[config.mk]
export PLATFORM = sky130hd
export DESIGN_NAME = gtx_park_sequencer
export DESIGN_NICKNAME = d
export VERILOG_FILES = /design/src/rtl/gtx_park_sequencer.sv
export SDC_FILE = /design/constraint.sdc
export NUM_CORES = 1
export LEC_CHECK = 0
export CAP_MARGIN = 10
export CORE_ASPECT_RATIO = 0.75
export CORE_UTILIZATION = 48
export DETAILED_ROUTE_END_ITERATION = 10
export PLACE_DENSITY = 0.76
export SLEW_MARGIN = 20
export SYNTH_ARGS = -nofsm -noshare
export SYNTH_HDL_FRONTEND = slang
export SYNTH_SLANG_ARGS = --single-unit
[constraint.sdc]
create_clock -name CLK_IN -period 2.1 [get_ports CLK_IN]
set_input_delay 0.42 -clock CLK_IN [delete_from_list [all_inputs] [get_ports CLK_IN]]
set_output_delay 0.42 -clock CLK_IN [all_outputs]
set_load 0.05 [all_outputs]
[src/rtl/gtx_park_sequencer.sv]
// Parks unused GTX_DUAL tiles one at a time: reset, wait for lock and
// reset-done (with timeout/retry), then hold the tile powered down.
module gtx_park_sequencer #(
    parameter int NUM_TILES     = 4,
    parameter int RST_CYCLES    = 16,
    parameter int LOCK_TIMEOUT  = 65535,
    parameter int MAX_RETRIES   = 3,
    parameter int SETTLE_CYCLES = 64
) (
    input  logic                   CLK_IN,
    input  logic                   RESET,
    input  logic                   START,
    input  logic [NUM_TILES-1:0]   PLLLKDET,
    input  logic [2*NUM_TILES-1:0] RESETDONE,
    output logic [NUM_TILES-1:0]   GTXRESET,
    output logic [NUM_TILES-1:0]   PLLPOWERDOWN,
    output logic [2*NUM_TILES-1:0] POWERDOWN,
    output logic                   BUSY,
    output logic                   DONE,
    output logic [NUM_TILES-1:0]   FAIL,
    output logic [2:0]             CUR_TILE
);

    localparam int TW = (NUM_TILES > 1) ? $clog2(NUM_TILES) : 1;
    localparam logic [15:0] RST_LAST = 16'(RST_CYCLES - 1);
    localparam logic [15:0] TMO_LAST = 16'(LOCK_TIMEOUT - 1);
    localparam logic [15:0] SET_LAST = 16'(SETTLE_CYCLES - 1);
    localparam logic [3:0]  RTY_MAX  = 4'(MAX_RETRIES);
    localparam logic [2:0]  TILE_LAST = 3'(NUM_TILES - 1);

    typedef enum logic [2:0] {
        S_IDLE,
        S_RST,
        S_WAIT_LOCK,
        S_WAIT_DONE,
        S_PARK,
        S_SETTLE,
        S_NEXT,
        S_FIN
    } state_t;

    state_t                 r_state, w_state_nx;
    logic [2:0]             r_tile, w_tile_nx;
    logic [15:0]            r_timer, w_timer_nx;
    logic [3:0]             r_retry, w_retry_nx;
    logic [NUM_TILES-1:0]   r_gtx, w_gtx_nx;
    logic [NUM_TILES-1:0]   r_pllpd, w_pllpd_nx;
    logic [2*NUM_TILES-1:0] r_pd, w_pd_nx;
    logic                   r_busy, w_busy_nx;
    logic                   r_done, w_done_nx;
    logic [NUM_TILES-1:0]   r_fail, w_fail_nx;

    logic [TW-1:0] w_idx;
    logic          w_lock;
    logic          w_rdone;
    logic          w_tmo;
    logic          w_can_retry;

    assign w_idx       = r_tile[TW-1:0];
    assign w_lock      = PLLLKDET[w_idx];
    assign w_rdone     = &RESETDONE[{w_idx, 1'b0} +: 2];
    assign w_tmo       = (r_timer == TMO_LAST);
    assign w_can_retry = (r_retry < RTY_MAX);

    always_comb begin
        w_state_nx = r_state;
        w_tile_nx  = r_tile;
        w_timer_nx = r_timer;
        w_retry_nx = r_retry;
        w_gtx_nx   = r_gtx;
        w_pllpd_nx = r_pllpd;
        w_pd_nx    = r_pd;
        w_busy_nx  = r_busy;
        w_done_nx  = r_done;
        w_fail_nx  = r_fail;
        unique case (r_state)
            S_IDLE: begin
                // A (re)start un-parks every tile before sequencing again
                if (START) begin
                    w_state_nx = S_RST;
                    w_tile_nx  = 3'd0;
                    w_timer_nx = 16'd0;
                    w_retry_nx = 4'd0;
                    w_gtx_nx   = '1;
                    w_pllpd_nx = '0;
                    w_pd_nx    = '0;
                    w_busy_nx  = 1'b1;
                    w_done_nx  = 1'b0;
                    w_fail_nx  = '0;
                end
            end
            S_RST: begin
                if (r_timer == RST_LAST) begin
                    w_gtx_nx[w_idx] = 1'b0;
                    w_timer_nx      = 16'd0;
                    w_state_nx      = S_WAIT_LOCK;
                end else begin
                    w_timer_nx = r_timer + 16'd1;
                end
            end
            S_WAIT_LOCK: begin
                if (w_lock) begin
                    w_timer_nx = 16'd0;
                    w_state_nx = S_WAIT_DONE;
                end else if (w_tmo) begin
                    w_timer_nx = 16'd0;
                    if (w_can_retry) begin
                        w_retry_nx      = r_retry + 4'd1;
                        w_gtx_nx[w_idx] = 1'b1;
                        w_state_nx      = S_RST;
                    end else begin
                        w_fail_nx[w_idx] = 1'b1;
                        w_state_nx       = S_PARK;
                    end
                end else begin
                    w_timer_nx = r_timer + 16'd1;
                end
            end
            S_WAIT_DONE: begin
                if (w_rdone) begin
                    w_timer_nx = 16'd0;
                    w_state_nx = S_PARK;
                end else if (w_tmo) begin
                    w_timer_nx = 16'd0;
                    if (w_can_retry) begin
                        w_retry_nx      = r_retry + 4'd1;
                        w_gtx_nx[w_idx] = 1'b1;
                        w_state_nx      = S_RST;
                    end else begin
                        w_fail_nx[w_idx] = 1'b1;
                        w_state_nx       = S_PARK;
                    end
                end else begin
                    w_timer_nx = r_timer + 16'd1;
                end
            end
            S_PARK: begin
                w_pd_nx[{w_idx, 1'b0} +: 2] = 2'b11;
                w_pllpd_nx[w_idx]           = 1'b1;
                w_timer_nx                  = 16'd0;
                w_state_nx                  = S_SETTLE;
            end
            S_SETTLE: begin
                if (r_timer == SET_LAST) begin
                    w_state_nx = S_NEXT;
                end else begin
                    w_timer_nx = r_timer + 16'd1;
                end
            end
            S_NEXT: begin
                w_retry_nx = 4'd0;
                w_timer_nx = 16'd0;
                if (r_tile == TILE_LAST) begin
                    w_state_nx = S_FIN;
                end else begin
                    w_tile_nx  = r_tile + 3'd1;
                    w_state_nx = S_RST;
                end
            end
            S_FIN: begin
                w_done_nx  = 1'b1;
                w_busy_nx  = 1'b0;
                w_state_nx = S_IDLE;
            end
            default: w_state_nx = S_IDLE;
        endcase
    end

    always_ff @(posedge CLK_IN) begin
        if (RESET) begin
            r_state <= S_IDLE;
            r_tile  <= 3'd0;
            r_timer <= 16'd0;
            r_retry <= 4'd0;
            r_gtx   <= '1;
            r_pllpd <= '0;
            r_pd    <= '0;
            r_busy  <= 1'b0;
            r_done  <= 1'b0;
            r_fail  <= '0;
        end else begin
            r_state <= w_state_nx;
            r_tile  <= w_tile_nx;
            r_timer <= w_timer_nx;
            r_retry <= w_retry_nx;
            r_gtx   <= w_gtx_nx;
            r_pllpd <= w_pllpd_nx;
            r_pd    <= w_pd_nx;
            r_busy  <= w_busy_nx;
            r_done  <= w_done_nx;
            r_fail  <= w_fail_nx;
        end
    end

    assign GTXRESET     = r_gtx;
    assign PLLPOWERDOWN = r_pllpd;
    assign POWERDOWN    = r_pd;
    assign BUSY         = r_busy;
    assign DONE         = r_done;
    assign FAIL         = r_fail;
    assign CUR_TILE     = r_tile;

endmodule

==> flow_metrics.env <==
export IMPL_status="finished with violations"
export IMPL_violations="DRC"
export IMPL_r2r_setup_slack_ns=0.01
export IMPL_drive_gt1_share_pct=19.7
export IMPL_finalWirelength_mm=6.54
export IMPL_rsz0062_at_grt="yes"
export IMPL_fillCellCount=415
export IMPL_drtAntennaViolNets=0
export IMPL_ys_warnings_count=0
export IMPL_final_cell_mix="dfxtp_1, buf_4, clkdlybuf4s50_1, nor2_1, nand2_1"
export IMPL_crit_buf_inv=0
export IMPL_mappedNetlistArea_um2=2450
export IMPL_yosysSeqAreaShare_pct=36.0
export IMPL_p_leak_nw=1.15
export IMPL_path_class="reg -> reg"
export IMPL_comb_power_share_pct=19.4
export IMPL_internal_power_w=0.00136
export IMPL_cts_buffers=5
export IMPL_clock_root_buffer="clkbuf_8"
export IMPL_dp_hpwl_mm=4.71
export IMPL_ys_seq_elements=44
export IMPL_finalSetupViolations=0
export IMPL_syn_num_nets=311
export IMPL_antenna_found_initial=0
export IMPL_clock_tree_buffer_depth=2
export IMPL_grt_overflow=0
export IMPL_slowest_stage="or4b_4"
export IMPL_async_reset_ff_share_pct=0
export IMPL_crit_fanout=4
export IMPL_num_antenna_cells=0
export IMPL_cp_arrival_ns=2.33
export IMPL_synthFlopType="dfxtp_1"
export IMPL_drc=2
export IMPL_clkTransAtPathRegs_ns=0.09
export IMPL_cp_slowest_stage_delay_ns=0.55
export IMPL_post_route_period_util_pct=99.4
export IMPL_worst_pin_slew_ns=0.714
export IMPL_h_tree_depth=2
export IMPL_hp_class="reg -> reg"
export IMPL_vias=2545
export IMPL_yosys_area_top_type="dfxtp_1"
export IMPL_synth_area_top_cells="dfxtp_1, a21oi_1, ha_1"
export IMPL_min_period_ns=2.09
export IMPL_fp_dieH_um=63.8
export IMPL_grt_pass1_wl_mm=10.8
export IMPL_die_w_um=84.5
export IMPL_hold_depth=2
export IMPL_rows=22
export IMPL_power_density_nw_per_um2=574
export IMPL_area_growth_pct=34.2
export IMPL_dp_slack_ns=-0.415
export IMPL_cts_sinks=44
export IMPL_io_pins=40
export IMPL_cp_depth=5
export IMPL_syn_inst=288
export IMPL_clk_latency_ns=0.29
export IMPL_worst_slack_ns=0.0117
export IMPL_synth_top_area_share_pct=36.0
export IMPL_grt_total_usage_pct=25.1
export IMPL_wl_per_cell_um=15.8
export IMPL_via_per_inst=6.13
export IMPL_cp_start_kind="register"
export IMPL_crit_path_end_kind="register"
export IMPL_first_global_vias=2296
export IMPL_synth_cell_types=59
export IMPL_slew_limit_headroom_pct=52.0
export IMPL_final_max_slew_viol_count=0
export IMPL_max_cap_violations=0
export IMPL_clock_power_share_pct=34.1
export IMPL_fmax_mhz=479
export IMPL_synth_avg_cell_area_um2=8.50
export IMPL_globalplace_congestion=0.916
export IMPL_portBuffers=39
export IMPL_r2r_cells=5
export IMPL_start_util_pct=49.9
export IMPL_final_common_cell="dfxtp_1"
export IMPL_core_um2=4900
export IMPL_drt_initial_drc_count=183
export IMPL_timing_hold_violations_final=0
export IMPL_nets=377
export IMPL_cp_required_ns=2.34
export IMPL_drt_first_pass_iters=8
export IMPL_p_switching_w=0.000529
export IMPL_cts_tree="yes"
export IMPL_synth_edff_count=0
export IMPL_tns_ns=0
export IMPL_switching_share_pct=28.1
export IMPL_skew_ns=0.00809
export IMPL_ir_drop_mv=0.327
export IMPL_grt_start_max_net_pins=16
export IMPL_crit_chain="mux4_2 -> a21o_1 -> or4b_4 -> a211oi_4 -> a22o_1"
export IMPL_die_area_um2=5390
export IMPL_power_frac_seq_pct=46.5
export IMPL_critical_path_top_delay_family="compound AO/OA/AOI/OAI gates"
layer usage:
metal | vias to the layer above | share of wire (%) | global-route usage (%)
li1 | 1227 | - | -
met1 | 1197 | 49 | 36.6
met4 | 0 | 1.1 | 6.57
met3 | 10 | 6.7 | 4.65
met5 | - | 0 | 0
met2 | 111 | 43 | 38.0
power by group through the flow:
stage,Sequential [W],Clock [W],Combinational [W]
floorplan,0.000888,0,0.000204
detailed placement,0.000893,0,0.000347
global route,0.000877,0.000687,0.000398
finish,0.000876,0.000643,0.000366
CTS,0.000873,0.000649,0.000350
global placement,0.000892,0,0.000341
sequential cells by signal, indices dropped and copies added (netlist names):
signal and count:
r_timer 16, FAIL 4, GTXRESET 4, PLLPOWERDOWN 4, POWERDOWN 4, r_retry 4, CUR_TILE 3, r_state 3
BUSY 1, DONE 1
synthesized netlist by cell type, types with 2 or more instances:
master	number
nor2b_1	4
a221o_1	4
nor4_1	7
a41oi_1	2
mux2i_1	3
a22o_1	8
dfxtp_1	44
inv_2	2
buf_4	4
o21ai_0	13
nor3_1	5
mux2_1	2
and4_1	4
nand4b_1	2
a211oi_1	3
or3_1	8
a311oi_1	2
and3_1	2
nand2_1	18
o21a_1	2
a21o_1	3
nor2_1	26
nand4_1	7
o211ai_1	3
and2_1	3
or4_1	3
nand3_1	10
a31oi_1	9
clkbuf_1	11
inv_1	9
a21oi_1	24
ha_1	8
o31ai_1	2
nand2b_1	6
repair_timing:
| item | 4_1_cts | 5_1_grt |
|---|---|---|
| setup buffers | 1 | 3 |
| endpoints found under the setup margin | 16 | 23 |
| gates resized for setup | 5 | 6 |
| pin swaps | 5 | 9 |
| hold buffers | 0 | 0 |
layout make-up:
type / instances / area, um2 / area share (%)
timing repair buffer: 76 / 663 / 20.2
multi-input combinational: 216 / 1500 / 45.7
clock buffer: 7 / 108 / 3.28
sequential: 44 / 888 / 27.0
clock inverter: 1 / 8.76 / 0.267
tap: 60 / 75.1 / 2.29
inverter: 11 / 41.3 / 1.26
worst min-delay path, delay by kind of cell, from the launching register on:
kind / cells / cell delay, ns
AO/OA/AOI/OAI: 1 / 0.04
flip-flops: 1 / 0.33
AND/OR/NAND/NOR: 1 / 0.07
cell families after synthesis:
logic type	share of synthesized area (%)
simple gates	25.2
compound gates	25.7
flops	36.0
buf+inv	5.21
fa+ha+maj	4.09
mux	3.07
xor+xnor	0.716
final timing paths:
path,startpoint,end
max,CUR_TILE[0]$_SDFFE_PP0P_,FAIL[0]$_SDFFE_PP0P_
min,r_retry[3]$_SDFFE_PP0P_,r_retry[3]$_SDFFE_PP0P_
max reg2reg,CUR_TILE[0]$_SDFFE_PP0P_,FAIL[0]$_SDFFE_PP0P_
min reg2reg,r_retry[3]$_SDFFE_PP0P_,r_retry[3]$_SDFFE_PP0P_
stage by stage:
step / cell area [um2] / hold slack [ns] / instances / util (%) / power [W]
after floorplan: 2490 / 0.427 / 288 / - / 0.00109
after global placement: 3120 / 0.441 / 403 / 63.6 / 0.00123
after detailed placement: 3120 / 0.454 / 403 / 63.6 / 0.00124
after CTS: 3240 / 0.466 / 412 / 66.1 / 0.00187
after global routing: 3280 / 0.497 / 415 / 67.0 / 0.00196
final: 3280 / 0.471 / 415 / 67.0 / 0.00188
(Power assumes the default switching activity.)
